[config.mk]
export PLATFORM = sky130hd
export DESIGN_NAME = c_mat_mult_iter
export DESIGN_NICKNAME = d
export VERILOG_FILES = /design/src/rtl/c_mat_mult_iter_pkg.sv /design/src/rtl/c_mat_mult_iter_slice.sv /design/src/rtl/c_mat_mult_iter.sv
export SDC_FILE = /design/constraint.sdc
export NUM_CORES = 1
export LEC_CHECK = 0
export CAP_MARGIN = 15
export CORE_AREA = 2 2 39 41
export DETAILED_ROUTE_END_ITERATION = 16
export DIE_AREA = 0 0 41 43
export HOLD_SLACK_MARGIN = 0.02
export REMOVE_ABC_BUFFERS = 1
export SLEW_MARGIN = 25
export SYNTH_ARGS = -nofsm -noshare
export SYNTH_HDL_FRONTEND = slang
export SYNTH_HIERARCHICAL = 1
export SYNTH_SLANG_ARGS = --single-unit
[constraint.sdc]
create_clock -name clk -period 1.85 [get_ports clk]
set_input_delay 0.37 -clock clk [delete_from_list [all_inputs] [get_ports clk]]
set_output_delay 0.37 -clock clk [all_outputs]
set_load 0.01 [all_outputs]
[src/rtl/c_mat_mult_iter_pkg.sv]
// Shared constants for the iterative matrix multiplier:
// semiring operator codes, FSM states and the 2-input operator.
package c_mat_mult_iter_pkg;

  localparam int BINARY_OP_AND  = 0;
  localparam int BINARY_OP_OR   = 1;
  localparam int BINARY_OP_XOR  = 2;
  localparam int BINARY_OP_NAND = 3;
  localparam int BINARY_OP_NOR  = 4;
  localparam int BINARY_OP_XNOR = 5;

  typedef enum logic [1:0] {
    ST_IDLE = 2'd0,
    ST_BUSY = 2'd1,
    ST_DONE = 2'd2
  } state_e;

  function automatic logic c_binary_op(
    input int   op,
    input logic a,
    input logic b
  );
    logic y;
    case (op)
      BINARY_OP_AND:  y = a & b;
      BINARY_OP_OR:   y = a | b;
      BINARY_OP_NAND: y = ~(a & b);
      BINARY_OP_NOR:  y = ~(a | b);
      BINARY_OP_XNOR: y = ~(a ^ b);
      default:        y = a ^ b;
    endcase
    return y;
  endfunction

  function automatic int c_num_passes(input int d1, input int rpc);
    return (d1 + rpc - 1) / rpc;
  endfunction

endpackage

[src/rtl/c_mat_mult_iter_slice.sv]
// Combinational product of a rows_per_cycle-row slice of A with B.
// Each output element is an N-port reduction of 2-port products.
module c_mat_mult_slice
  import c_mat_mult_iter_pkg::*;
#(
  parameter int dim2_width     = 1,
  parameter int dim3_width     = 1,
  parameter int rows_per_cycle = 1,
  parameter int prod_op        = BINARY_OP_AND,
  parameter int sum_op         = BINARY_OP_XOR
) (
  input  logic [0:rows_per_cycle*dim2_width-1] a_slice_i,
  input  logic [0:dim2_width*dim3_width-1]     b_i,
  output logic [0:rows_per_cycle*dim3_width-1] y_o
);

  for (genvar gi = 0; gi < rows_per_cycle; gi++) begin : g_row
    for (genvar gc = 0; gc < dim3_width; gc++) begin : g_col
      localparam int YI = gi*dim3_width + gc;
      logic [dim2_width-1:0] prod;

      for (genvar gk = 0; gk < dim2_width; gk++) begin : g_k
        assign prod[gk] = c_binary_op(prod_op,
                                      a_slice_i[gi*dim2_width+gk],
                                      b_i[gk*dim3_width+gc]);
      end

      if (sum_op == BINARY_OP_AND) begin : g_and
        assign y_o[YI] = &prod;
      end else if (sum_op == BINARY_OP_OR) begin : g_or
        assign y_o[YI] = |prod;
      end else if (sum_op == BINARY_OP_NAND) begin : g_nand
        assign y_o[YI] = ~&prod;
      end else if (sum_op == BINARY_OP_NOR) begin : g_nor
        assign y_o[YI] = ~|prod;
      end else if (sum_op == BINARY_OP_XNOR) begin : g_xnor
        assign y_o[YI] = ~^prod;
      end else begin : g_xor
        assign y_o[YI] = ^prod;
      end
    end
  end

endmodule

[src/rtl/c_mat_mult_iter.sv]
// Iterative handshaked matrix product: one slice of result rows
// per clock, optional accumulate onto the held result.
module c_mat_mult_iter
  import c_mat_mult_iter_pkg::*;
#(
  parameter int dim1_width     = 1,
  parameter int dim2_width     = 1,
  parameter int dim3_width     = 1,
  parameter int rows_per_cycle = 1,
  parameter int prod_op        = BINARY_OP_AND,
  parameter int sum_op         = BINARY_OP_XOR
) (
  input  logic                             clk,
  input  logic                             reset,
  input  logic                             start,
  output logic                             ready_out,
  input  logic [0:dim1_width*dim2_width-1] input_a,
  input  logic [0:dim2_width*dim3_width-1] input_b,
  input  logic                             acc_en,
  output logic                             busy,
  output logic [0:dim1_width*dim3_width-1] result,
  output logic                             result_valid,
  input  logic                             result_ready
);

  localparam int NP = c_num_passes(dim1_width, rows_per_cycle);
  localparam int CW = (NP > 1) ? $clog2(NP) : 1;
  localparam int AW = dim1_width*dim2_width;
  localparam int BW = dim2_width*dim3_width;
  localparam int RW = dim1_width*dim3_width;
  localparam int SA = rows_per_cycle*dim2_width;
  localparam int SY = rows_per_cycle*dim3_width;

  state_e        state_q;
  logic [CW-1:0] cnt_q;
  logic [0:AW-1] a_q;
  logic [0:BW-1] b_q;
  logic          acc_q;
  logic [0:RW-1] res_q;
  logic [0:RW-1] res_d;
  logic          busy_q;
  logic          valid_q;

  logic          accept;
  logic          last_pass;
  logic [NP-1:0] pass_sel;
  logic [0:SA-1] a_slice;
  logic [0:SY-1] slice_y;

  assign ready_out = (state_q == ST_IDLE) |
                     ((state_q == ST_DONE) & result_ready);
  assign accept    = start & ready_out;
  assign last_pass = (cnt_q == CW'(NP-1));

  assign busy         = busy_q;
  assign result_valid = valid_q;
  assign result       = res_q;

  for (genvar gp = 0; gp < NP; gp++) begin : g_sel
    assign pass_sel[gp] = (state_q == ST_BUSY) &
                          (cnt_q == CW'(gp));
  end

  // Lanes that fall past the last row see zeros, never an A index.
  for (genvar gi = 0; gi < rows_per_cycle; gi++) begin : g_lane
    for (genvar gk = 0; gk < dim2_width; gk++) begin : g_k
      logic [NP-1:0] col;
      for (genvar gp = 0; gp < NP; gp++) begin : g_p
        localparam int R = gp*rows_per_cycle + gi;
        if (R < dim1_width) begin : g_in
          assign col[gp] = a_q[R*dim2_width+gk];
        end else begin : g_out
          assign col[gp] = 1'b0;
        end
      end
      assign a_slice[gi*dim2_width+gk] = |(col & pass_sel);
    end
  end

  c_mat_mult_slice #(
    .dim2_width     (dim2_width),
    .dim3_width     (dim3_width),
    .rows_per_cycle (rows_per_cycle),
    .prod_op        (prod_op),
    .sum_op         (sum_op)
  ) u_slice (
    .a_slice_i (a_slice),
    .b_i       (b_q),
    .y_o       (slice_y)
  );

  for (genvar gr = 0; gr < dim1_width; gr++) begin : g_wr
    localparam int GP = gr / rows_per_cycle;
    localparam int GI = gr % rows_per_cycle;
    for (genvar gc = 0; gc < dim3_width; gc++) begin : g_c
      localparam int RI = gr*dim3_width + gc;
      logic nv;
      assign nv = acc_q ?
                  c_binary_op(sum_op, res_q[RI],
                              slice_y[GI*dim3_width+gc]) :
                  slice_y[GI*dim3_width+gc];
      assign res_d[RI] = pass_sel[GP] ? nv : res_q[RI];
    end
  end

  always_ff @(posedge clk or posedge reset) begin
    if (reset) begin
      state_q <= ST_IDLE;
      cnt_q   <= '0;
      a_q     <= '0;
      b_q     <= '0;
      acc_q   <= 1'b0;
      res_q   <= '0;
      busy_q  <= 1'b0;
      valid_q <= 1'b0;
    end else begin
      res_q <= res_d;
      if (accept) begin
        a_q   <= input_a;
        b_q   <= input_b;
        acc_q <= acc_en;
      end
      case (state_q)
        ST_IDLE: begin
          if (accept) begin
            state_q <= ST_BUSY;
            cnt_q   <= '0;
            busy_q  <= 1'b1;
          end
        end
        ST_BUSY: begin
          if (last_pass) begin
            state_q <= ST_DONE;
            busy_q  <= 1'b0;
            valid_q <= 1'b1;
          end else begin
            cnt_q <= cnt_q + CW'(1);
          end
        end
        ST_DONE: begin
          if (result_ready) begin
            valid_q <= 1'b0;
            if (accept) begin
              state_q <= ST_BUSY;
              cnt_q   <= '0;
              busy_q  <= 1'b1;
            end else begin
              state_q <= ST_IDLE;
            end
          end
        end
        default: state_q <= ST_IDLE;
      endcase
    end
  end

endmodule

==> metrics.txt, run 1 <==
predominant post-synthesis flop cell=dfrtp_1; Tmin final=1.66 ns; RSZ-0062 raised after global routing=false; Synth Area in Adders=0%; Critical path buffers and inverters=2; Leak Pwr=0.224 nW; first-pass GRT wire length=1010 um; GRT overflow=0; top cells by count, synth=dfrtp_1, a21oi_1, mux2_2; Core Rows=14; CTS resizes=1; Crit. End Element=output port; Cell Pwr Density=1100 mW/mm2; hold-fix buffers at CTS=0; share of flip-flops with an asynchronous set or reset=100%; layout cells sized above 1=23.9%; CP peak stage delay=0.53 ns; Fin Hold WS=0.363 ns; Area Growth Syn to Fin=43.3%; vias in the first global route=261; CP startpoint kind=input pin; core area=0.00138 mm2; Die Height=43 um; WL per Instance=9.31 um; largest family of logic cells by synthesized area=simple AND/OR/NAND/NOR gates; proportion of synthesized area in mux cells=9.34%; DR vias/cell=4.35; clock sink count=8; sequential fraction of the synthesis area=55.4%; Routed Antenna Nets=0; die width=41 um; post-CTS setup buffer count=0; top cell type's share of synthesized area=55.4%; Synth cell types=14; status=finished clean; final net count=55; vias=270; Buffers on Ports=10; initial antenna violation count=0; final hold vios=0; Avg Inst Size Synth=11.7 um2; CTS buffer count=3; post-synthesis xor/xnor area fraction=0%; Max H-tree Level=1; I/O Pins=11; Worst Path Arrival=1.29 ns; flops & latches, synth=8; area leader, netlist=dfrtp_1; Finish-stage setup viols=0; clock-pin slew on the worst setup and hold paths=0.06 ns; max-cap violations=0; Slew HR=80.6%; fill count=143; largest net degree at the start of global routing=9; diode count=0; initial core utilization=26.1%; period utilisation layout=89.5%; Gate Count Post-Synth=31; fmax=604 MHz; simple-gate area share of the yosys netlist=21.5%; Tightest Pin Transition=0.290 ns; total die area=0.00176 mm2; slowest stage cell, crit path=clkdlybuf4s50_1; Max Slew Vio Count=0; clk buf depth=2; Max FO, Critical Path=2; clk_skew=0.00969 ns; final setup margin=0.194 ns; Mapped Area=362 um2; worst slack, placed=-0.0884 ns; Clock Latency Late Sink=0.25 ns; GPL Wtd Cong=0.726; Final Util=37.4%; Sum Neg Setup Slack=0 ns; CTS root buf=clkbuf_4; CTS tree=yes; Critical Path RT=1.48 ns; WL final=577 um; total global-route track usage=8.95%; CP Depth=4; cells along the critical path=clkdlybuf4s50_1 -> nor2b_4 -> nor2_1 -> dlygate4sd2_1; Max VDD drop=0.623 mV; largest cells by area after synthesis=dfrtp_1, mux2_2, a21oi_1, nor3b_4, nor2b_4; delay-heaviest family, CP=buffers and inverters; reg2reg path depth=4; kind of critical path=in2out; # DRC=0; cell with the most instances after synthesis=dfrtp_1; EDFF count, synth=0; DRT Pass-1 Iters=4; Synth Area in Compound Gates=11.8%; violation count after the first detailed-route iteration=1; worst min path class=in2async; synth warn=6
==> stage by stage <==
step | total power, W | instance area (um2) | cells
CTS | 0.000576 | 518 | 62
global route | 0.000611 | 518 | 62
finish | 0.000568 | 518 | 62
global placement | 0.000446 | 497 | 59
detailed placement | 0.000448 | 497 | 59
floorplan | 0.000355 | 362 | 31
==> worst register-to-register path, stage by stage (launching register included) <==
cell and delay (ns):
dfrtp_1 0.43, nor2b_4 0.15, buf_4 0.13, nor3b_4 0.25
mux2_2 0.36
==> cell usage in the layout, fill, tap and decap left out, drive strengths merged <==
cell and instances:
nor2 1, buf 2, o21ai 1, dlygate4sd2 1, nand2 2, inv 2
o21bai 1, clkbuf 3, dfrtp 8, nor3b 1, clkdlybuf4s50 9, mux2 3
nand3 1, or2b 1, nor2b 1, a21oi 6, and2b 1, and2 2
==> report_power, final <==
part	total, W	switching, W	internal (W)
sequential	0.000263	0.0000386	0.000224
clock	0.000128	0.0000539	0.0000739
combinational	0.000177	0.0000658	0.000111
==> worst paths after layout <==
kind                       slack (ns)         start      endpoint
setup / recovery                 0.19  result_ready     ready_out
hold / removal                   0.36         reset  result_valid
setup reg to reg                 0.40    state_q[1]           a_q
hold reg to reg                  0.50           b_q           b_q
max in group asynchronous        1.25         reset           a_q
min in group clk                 0.50           b_q           b_q
==> flip-flops by register name (all words and copies together) (netlist names) <==
signal / cells
result_valid: 1
b_q: 1
busy: 1
state_q: 2
result: 1
acc_q: 1
a_q: 1
==> metal layers <==
metal / GRT usage (%) / share of wire (%) / vias up
li1: - / - / 141
met5: 0 / 0 / -
met1: 11.4 / 46 / 122
met2: 11.3 / 47 / 7
met3: 7.85 / 6.8 / 0
met4: 2.00 / 0 / 0
==> layout make-up <==
type	instances	area (um2)	area share, %
clock buffer	3	22.5	4.35
tap	16	20.0	3.86
multi-input combinational	21	154	29.7
sequential	8	200	38.6
timing repair buffer	12	114	22.0
inverter	2	7.51	1.45
==> kinds of logic after synthesis <==
kind of cell | count (synthesis)
flops | 8
simple gates | 10
compound gates | 8
mux | 3
buf+inv | 2
Power figures use the tool's default switching activity.
==> run 2, diff against run 1 <==
--- a/config.mk
+++ b/config.mk
@@ -7,6 +7,7 @@
 export LEC_CHECK = 0
 export CAP_MARGIN = 15
 export CORE_AREA = 2 2 39 41
+export CTS_BUF_LIST = sky130_fd_sc_hd__clkbuf_4 sky130_fd_sc_hd__clkbuf_8
 export DETAILED_ROUTE_END_ITERATION = 16
 export DIE_AREA = 0 0 41 43
 export HOLD_SLACK_MARGIN = 0.02
==> results of run 2 <==
Final layout, timing and power as in run 1 (identical DEF).
